**src/rtl/tachyon_schematic_gen.sv**
```systemverilog
// tachyon_schematic_gen: emits an odd-width tachyon manifold schematic, one
// character per valid/ready handshake, with splitters placed from a mask.
//
// Ports:
//   clk            - clock
//   reset          - asynchronous active-low reset
//   start          - one-cycle request to begin a schematic (accepted in IDLE only)
//   splitter_mask  - per-site splitter enables, row-major, sampled on accepted start
//   char_ready     - downstream accepts the current character
//   char_valid     - current character is valid
//   char_empty     - '.'
//   char_enter     - 'S'
//   char_splitter  - '^'
//   char_line_feed - line feed
//   busy           - high from accepted start until the final line feed transfers
//   done           - one-cycle pulse after the final line feed transfers
//   splitter_count - number of '^' emitted in the current/last schematic
module tachyon_schematic_gen #(
    parameter int unsigned TACHYON_MANIFOLD_WIDTH = 3
) (
    input  logic clk,
    input  logic reset,
    input  logic start,
    input  logic [((TACHYON_MANIFOLD_WIDTH-1)/2)*((TACHYON_MANIFOLD_WIDTH-1)/2+1)/2-1:0] splitter_mask,
    input  logic char_ready,
    output logic char_valid,
    output logic char_empty,
    output logic char_enter,
    output logic char_splitter,
    output logic char_line_feed,
    output logic busy,
    output logic done,
    output logic [$clog2((TACHYON_MANIFOLD_WIDTH*TACHYON_MANIFOLD_WIDTH-1)/8+1)-1:0] splitter_count
);

    localparam int unsigned W               = TACHYON_MANIFOLD_WIDTH;
    localparam int unsigned M               = (W - 1) / 2;
    localparam int unsigned NUM_SITES       = M * (M + 1) / 2;
    localparam int unsigned MAX_SPLIT_COUNT = (W * W - 1) / 8;
    localparam int unsigned NUM_LINES       = 2 * M + 1;
    localparam int unsigned LINE_W          = $clog2(NUM_LINES);
    localparam int unsigned COL_W           = $clog2(W + 1);
    localparam int unsigned SITE_W          = $clog2(NUM_SITES + 1);
    localparam int unsigned CNT_W           = $clog2(MAX_SPLIT_COUNT + 1);

    // One-hot character codes, ordered {line_feed, splitter, enter, empty}
    localparam logic [3:0] OH_EMPTY = 4'b0001;
    localparam logic [3:0] OH_ENTER = 4'b0010;
    localparam logic [3:0] OH_SPLIT = 4'b0100;
    localparam logic [3:0] OH_LF    = 4'b1000;

    typedef enum logic [1:0] {
        S_IDLE,
        S_EMIT,
        S_DONE
    } state_t;

    state_t                 state_q, state_d;
    logic [LINE_W-1:0]      line_q, line_d;
    logic [COL_W-1:0]       col_q, col_d;
    logic [SITE_W-1:0]      site_q, site_d;
    logic [NUM_SITES-1:0]   mask_q, mask_d;
    logic [CNT_W-1:0]       count_d;
    logic [3:0]             char_d;
    logic                   valid_d, busy_d, done_d;
    logic                   xfer, last, cur_site;

    // Candidate splitter site: even line 2k (k>=1), |x-c| <= k-1 with matching parity
    function automatic logic site_at(input int line, input int col);
        int k;
        int d;
        k = line / 2;
        d = (col > int'(M)) ? col - int'(M) : int'(M) - col;
        return (line != 0) && ((line % 2) == 0) && (col < int'(W)) &&
               (d < k) && (((d + k - 1) % 2) == 0);
    endfunction

    // Character at (line, col); col == W is the line feed slot
    function automatic logic [3:0] char_at(input int line, input int col, input int site,
                                           input logic [NUM_SITES-1:0] mask);
        logic [NUM_SITES-1:0] sh;
        sh = mask >> site;
        if (col == int'(W))
            return OH_LF;
        if ((line == 0) && (col == int'(M)))
            return OH_ENTER;
        if (site_at(line, col) && sh[0])
            return OH_SPLIT;
        return OH_EMPTY;
    endfunction

    assign xfer     = char_valid && char_ready;
    assign last     = (line_q == LINE_W'(2 * M)) && (col_q == COL_W'(W));
    assign cur_site = site_at(int'(line_q), int'(col_q));

    // State register
    always_ff @(posedge clk or negedge reset) begin
        if (!reset)
            state_q <= S_IDLE;
        else
            state_q <= state_d;
    end

    // Next-state logic
    always_comb begin
        state_d = state_q;
        case (state_q)
            S_IDLE:  if (start) state_d = S_EMIT;
            S_EMIT:  if (xfer && last) state_d = S_DONE;
            S_DONE:  state_d = S_IDLE;
            default: state_d = S_IDLE;
        endcase
    end

    // Output/datapath next values; char_* only change on start or transfer
    always_comb begin
        line_d  = line_q;
        col_d   = col_q;
        site_d  = site_q;
        mask_d  = mask_q;
        count_d = splitter_count;
        valid_d = char_valid;
        busy_d  = busy;
        done_d  = 1'b0;
        char_d  = {char_line_feed, char_splitter, char_enter, char_empty};
        case (state_q)
            S_IDLE: begin
                if (start) begin
                    line_d  = '0;
                    col_d   = '0;
                    site_d  = '0;
                    mask_d  = splitter_mask;
                    count_d = '0;
                    valid_d = 1'b1;
                    busy_d  = 1'b1;
                    char_d  = char_at(0, 0, 0, splitter_mask);
                end
            end
            S_EMIT: begin
                if (xfer) begin
                    count_d = splitter_count + CNT_W'(char_splitter);
                    site_d  = site_q + SITE_W'(cur_site);
                    if (last) begin
                        valid_d = 1'b0;
                        busy_d  = 1'b0;
                        done_d  = 1'b1;
                        char_d  = '0;
                    end else begin
                        if (col_q == COL_W'(W)) begin
                            col_d  = '0;
                            line_d = line_q + LINE_W'(1);
                        end else begin
                            col_d = col_q + COL_W'(1);
                        end
                        char_d = char_at(int'(line_d), int'(col_d), int'(site_d), mask_q);
                    end
                end
            end
            default: ;
        endcase
    end

    // Registered datapath and outputs
    always_ff @(posedge clk or negedge reset) begin
        if (!reset) begin
            line_q         <= '0;
            col_q          <= '0;
            site_q         <= '0;
            mask_q         <= '0;
            splitter_count <= '0;
            char_valid     <= 1'b0;
            busy           <= 1'b0;
            done           <= 1'b0;
            char_line_feed <= 1'b0;
            char_splitter  <= 1'b0;
            char_enter     <= 1'b0;
            char_empty     <= 1'b0;
        end else begin
            line_q         <= line_d;
            col_q          <= col_d;
            site_q         <= site_d;
            mask_q         <= mask_d;
            splitter_count <= count_d;
            char_valid     <= valid_d;
            busy           <= busy_d;
            done           <= done_d;
            char_line_feed <= char_d[3];
            char_splitter  <= char_d[2];
            char_enter     <= char_d[1];
            char_empty     <= char_d[0];
        end
    end

endmodule

```
**config.mk**
```make
export PLATFORM = sky130hd
export DESIGN_NAME = tachyon_schematic_gen
export DESIGN_NICKNAME = d
export VERILOG_FILES = /design/src/rtl/tachyon_schematic_gen.sv
export SDC_FILE = /design/constraint.sdc
export NUM_CORES = 1
export LEC_CHECK = 0
export CORE_MARGIN = 5
export CORE_UTILIZATION = 45
export CTS_CLUSTER_SIZE = 16
export DETAILED_ROUTE_END_ITERATION = 6
export PLACE_DENSITY = 0.68
export SETUP_SLACK_MARGIN = 0.3
export SYNTH_ARGS = -nofsm -noshare
export SYNTH_HDL_FRONTEND = slang
export SYNTH_SLANG_ARGS = --single-unit
export TNS_END_PERCENT = 1
```
**constraint.sdc**
```tcl
create_clock -name clk -period 2.2 [get_ports clk]
set_input_delay 0.33 -clock clk [delete_from_list [all_inputs] [get_ports clk]]
set_output_delay 0.33 -clock clk [all_outputs]
set_load 0.1 [all_outputs]
```
==> results.py <==
metrics = {
    "setup_path": {
        "endpoint_kind": "register",
        "critical_path.top_delay_family": "adder cells",
        "critPathMaxFanout": 4,
        "crit_buf_inv": 0,
        "slowest_stage": "dfrtp_2",
        "cp.required_ps": 2450,
        "worstPathCellList": "ha_2 -> mux2i_4 -> ha_1 -> nor2_1 -> nand2_1 -> a2111oi_4 -> a22o_1",
        "critPathLaunchType": "register",
        "max_stage_delay_ps": 410,
        "arrival_ps": 2070,
        "crit_type": "register to register",
    },
    "global_route": {
        "grt_max_degree": 11,
        "grt_pass1_vias": 721,
        "grt_use_total_pct": 16.7,
        "grt-ovfl-total": 0,
        "grt_pass1_wl_mm": 3.43,
        "antenna_found_initial": 0,
    },
    "floorplan": {
        "die_w_um": 54.6,
        "start_util_pct": 46.5,
        "die-height_um": 54.6,
        "rows": 16,
        "die_area_mm2": 0.00298,
        "coreArea_mm2": 0.00192,
        "ios": 13,
    },
    "timing": {
        "period_share_pct": 82.9,
        "finClkSkew_ps": 7.44,
        "finalSetupTns_ps": 0,
        "tightest_slew_ps": 377,
        "finalSetupViolCount": 0,
        "hold_viol": 0,
        "relSlewSlack_pct": 74.8,
        "timing.final.max_slew_violations": 0,
        "fmax_ghz": 0.548,
        "rsz0062_at_grt": "no",
        "setup_slack_ps": 377,
        "fin_crit_ps": 1820,
    },
    "routing": {
        "routed_via_density": 5.34,
        "drc": 0,
        "routedWlPerCell_um": 15.3,
        "detail-route-antenna-nets": 0,
        "num_vias": 742,
        "drt_iter0_drc": 10,
        "dr.pass1.iters": 4,
        "drt_wl_total_mm": 2.13,
    },
    "power_and_ir_drop": {
        "seqPwrFrac_pct": 23.2,
        "finalPower_uw": 1900,
        "power_switching_share_pct": 51.7,
        "power_switching_uw": 979,
        "powerDensity_mw_per_mm2": 1600,
        "clockPowerShare_pct": 9.2,
        "combPwrFrac_pct": 67.6,
        "leakage_uw": 0.000539,
        "p_int_uw": 916,
        "ir_drop_mv": 1.28,
    },
    "layout": {
        "areaGrowthSynthToFinish_pct": 32.0,
        "diodes": 0,
        "layout-drive-gt1-share_pct": 33.0,
        "fin_area_mm2": 0.00118,
        "multi_input_area_um2": 523,
        "fill_cells": 162,
        "fin_util_pct": 61.5,
        "regArea_um2": 378,
        "nets": 127,
    },
    "clock_network": {
        "clockBufferDepth": 2,
        "root_buffer": "clkbuf_4",
        "numCtsBuffers": 3,
        "clk_latency_ps": 300,
        "path_clk_slew_ps": 110,
        "cts.sinks": 15,
        "htree_levels": 1,
        "tritoncts": "yes",
    },
    "synthesis": {
        "post_synth.cell_area_avg_um2": 10.4,
        "yosysWarnings": 0,
        "seq_area_frac_synth_pct": 42.0,
        "syn_inst": 86,
        "syn_area_um2": 895,
        "synth_fp_nets": 100,
        "yosys.cell_types.count": 32,
        "ys_ff_latch": 15,
    },
    "status": {
        "outcome": "completed",
    },
    "placement": {
        "hpwl_mm": 1.45,
        "place_congestion": 0.779,
        "port_buffers": 12,
        "post-place-ws_ps": 199,
        "post_dp_cell_area_mm2": 0.00105,
    },
    "run": {
        "maxCapViolCount": 0,
    },
    "min_path": {
        "min_path_type": "input port to async pin",
    },
}
[final cells by class]
cell class              instances  share of cell area (%)
clock inverters                 1                   0.636
inverters                       5                    1.59
repair buffers                 25                    16.7
well taps                      27                    2.86
flip-flops and latches         15                    32.0
clock buffers                   3                    1.91
multi-input cells              63                    44.3
[power by group through the flow]
stage | logic, uW | clock network (uW) | registers [uW]
2_1_floorplan | 560 | 0 | 705
3_3_place_gp | 1030 | 0 | 460
3_5_place_dp | 1030 | 0 | 465
4_1_cts | 1130 | 176 | 439
5_1_grt | 1380 | 190 | 449
6_report | 1280 | 175 | 439
[layer usage]
metal  GRT usage [%]  vias up  share of wire, %
met3            4.36        8               3.7
met1            21.5      356                45
met2            26.0       13                47
met5               0        -                 0
li1                -      365                 -
met4            7.47        0               3.8
[timing repair]
action                     in CTS  in global routing
setup buffers                   5                  3
hold buffers                    0                  0
pin swaps                       0                  4
resized for setup               2                  6
setup endpoints to repair       2                  2
[synth_stat cells]
cell type | n | area, um^2
o31a_1 | 1 | 8.76
nor3b_4 | 1 | 18.8
nand4b_1 | 1 | 8.76
buf_2 | 1 | 5.00
dfrtp_1 | 15 | 375
a21boi_0 | 1 | 7.51
nand2b_1 | 1 | 6.26
a22oi_1 | 1 | 7.51
a21o_1 | 2 | 15.0
o21bai_1 | 1 | 7.51
buf_4 | 2 | 15.0
nand3_1 | 3 | 15.0
o22ai_1 | 1 | 6.26
mux2_2 | 1 | 11.3
a2111oi_4 | 1 | 27.5
nand3b_1 | 1 | 7.51
inv_1 | 5 | 18.8
a21oi_1 | 3 | 15.0
xor2_1 | 1 | 8.76
o21ai_0 | 5 | 25.0
nor3b_2 | 1 | 12.5
o21ai_1 | 1 | 5.00
a22o_1 | 3 | 26.3
nand2_1 | 6 | 22.5
nand3_2 | 1 | 10.0
mux2i_1 | 1 | 10.0
nor2_1 | 10 | 37.5
ha_1 | 9 | 113
nor3_1 | 1 | 5.00
or3_1 | 2 | 12.5
and4b_1 | 1 | 10.0
a32o_1 | 2 | 20.0
[final timing paths]
| path | end | from | slack [ps] | cells after the start |
|---|---|---|---|---|
| min in group clk | char_line_feed$_DFFE_PN0P_ | char_line_feed$_DFFE_PN0P_ | 510 | 2 |
| worst max register to register | char_splitter$_DFFE_PN0P_ | col_q[0]$_DFFE_PN0P_ | 380 | 7 |
| worst min register to register | char_line_feed$_DFFE_PN0P_ | char_line_feed$_DFFE_PN0P_ | 510 | 2 |
| worst min-delay path | state_q[0]$_DFFE_PN0P_ | reset | 290 | 1 |
| worst max-delay path | char_splitter$_DFFE_PN0P_ | col_q[0]$_DFFE_PN0P_ | 380 | 7 |
| max in group asynchronous | col_q[0]$_DFFE_PN0P_ | reset | 1440 | 2 |
[flip-flops by register name (all words and copies together) (netlist names)]
name            cells
done                1
char_line_feed      1
state_q             2
splitter_count      1
char_splitter       1
mask_q              1
char_empty          1
site_q              1
col_q               2
char_enter          1
busy                1
line_q              2
[placed cells by master, fill, tap and decap left out, drive strengths merged, types with 3 or more instances in the layout]
cell / instances
buf: 21
dfrtp: 15
nor2: 10
ha: 9
nand2: 6
o21ai: 6
inv: 5
clkdlybuf4s50: 4
nand3: 4
a21oi: 3
a22o: 3
clkbuf: 3
[logic make-up (layout without fill, tap and decap cells)]
family	count (synthesis)	in the layout	share of synthesized area, %
and+or+nand+nor	29	29	18.6
AOI/OAI and AO/OA	22	22	19.2
DFF	15	15	42.0
adders and majority gates	9	9	12.6
buffers and inverters	8	34	4.33
muxes	2	2	2.38
xor gates and xnor gates	1	1	0.979
[metrics by stage]
step	cells	hold WS (ps)
after CTS	136	315
final	139	292
after global placement	127	476
after detailed placement	127	483
after global routing	139	332
after floorplan	86	34.4
Note: power is estimated with default switching activity, not from simulation.
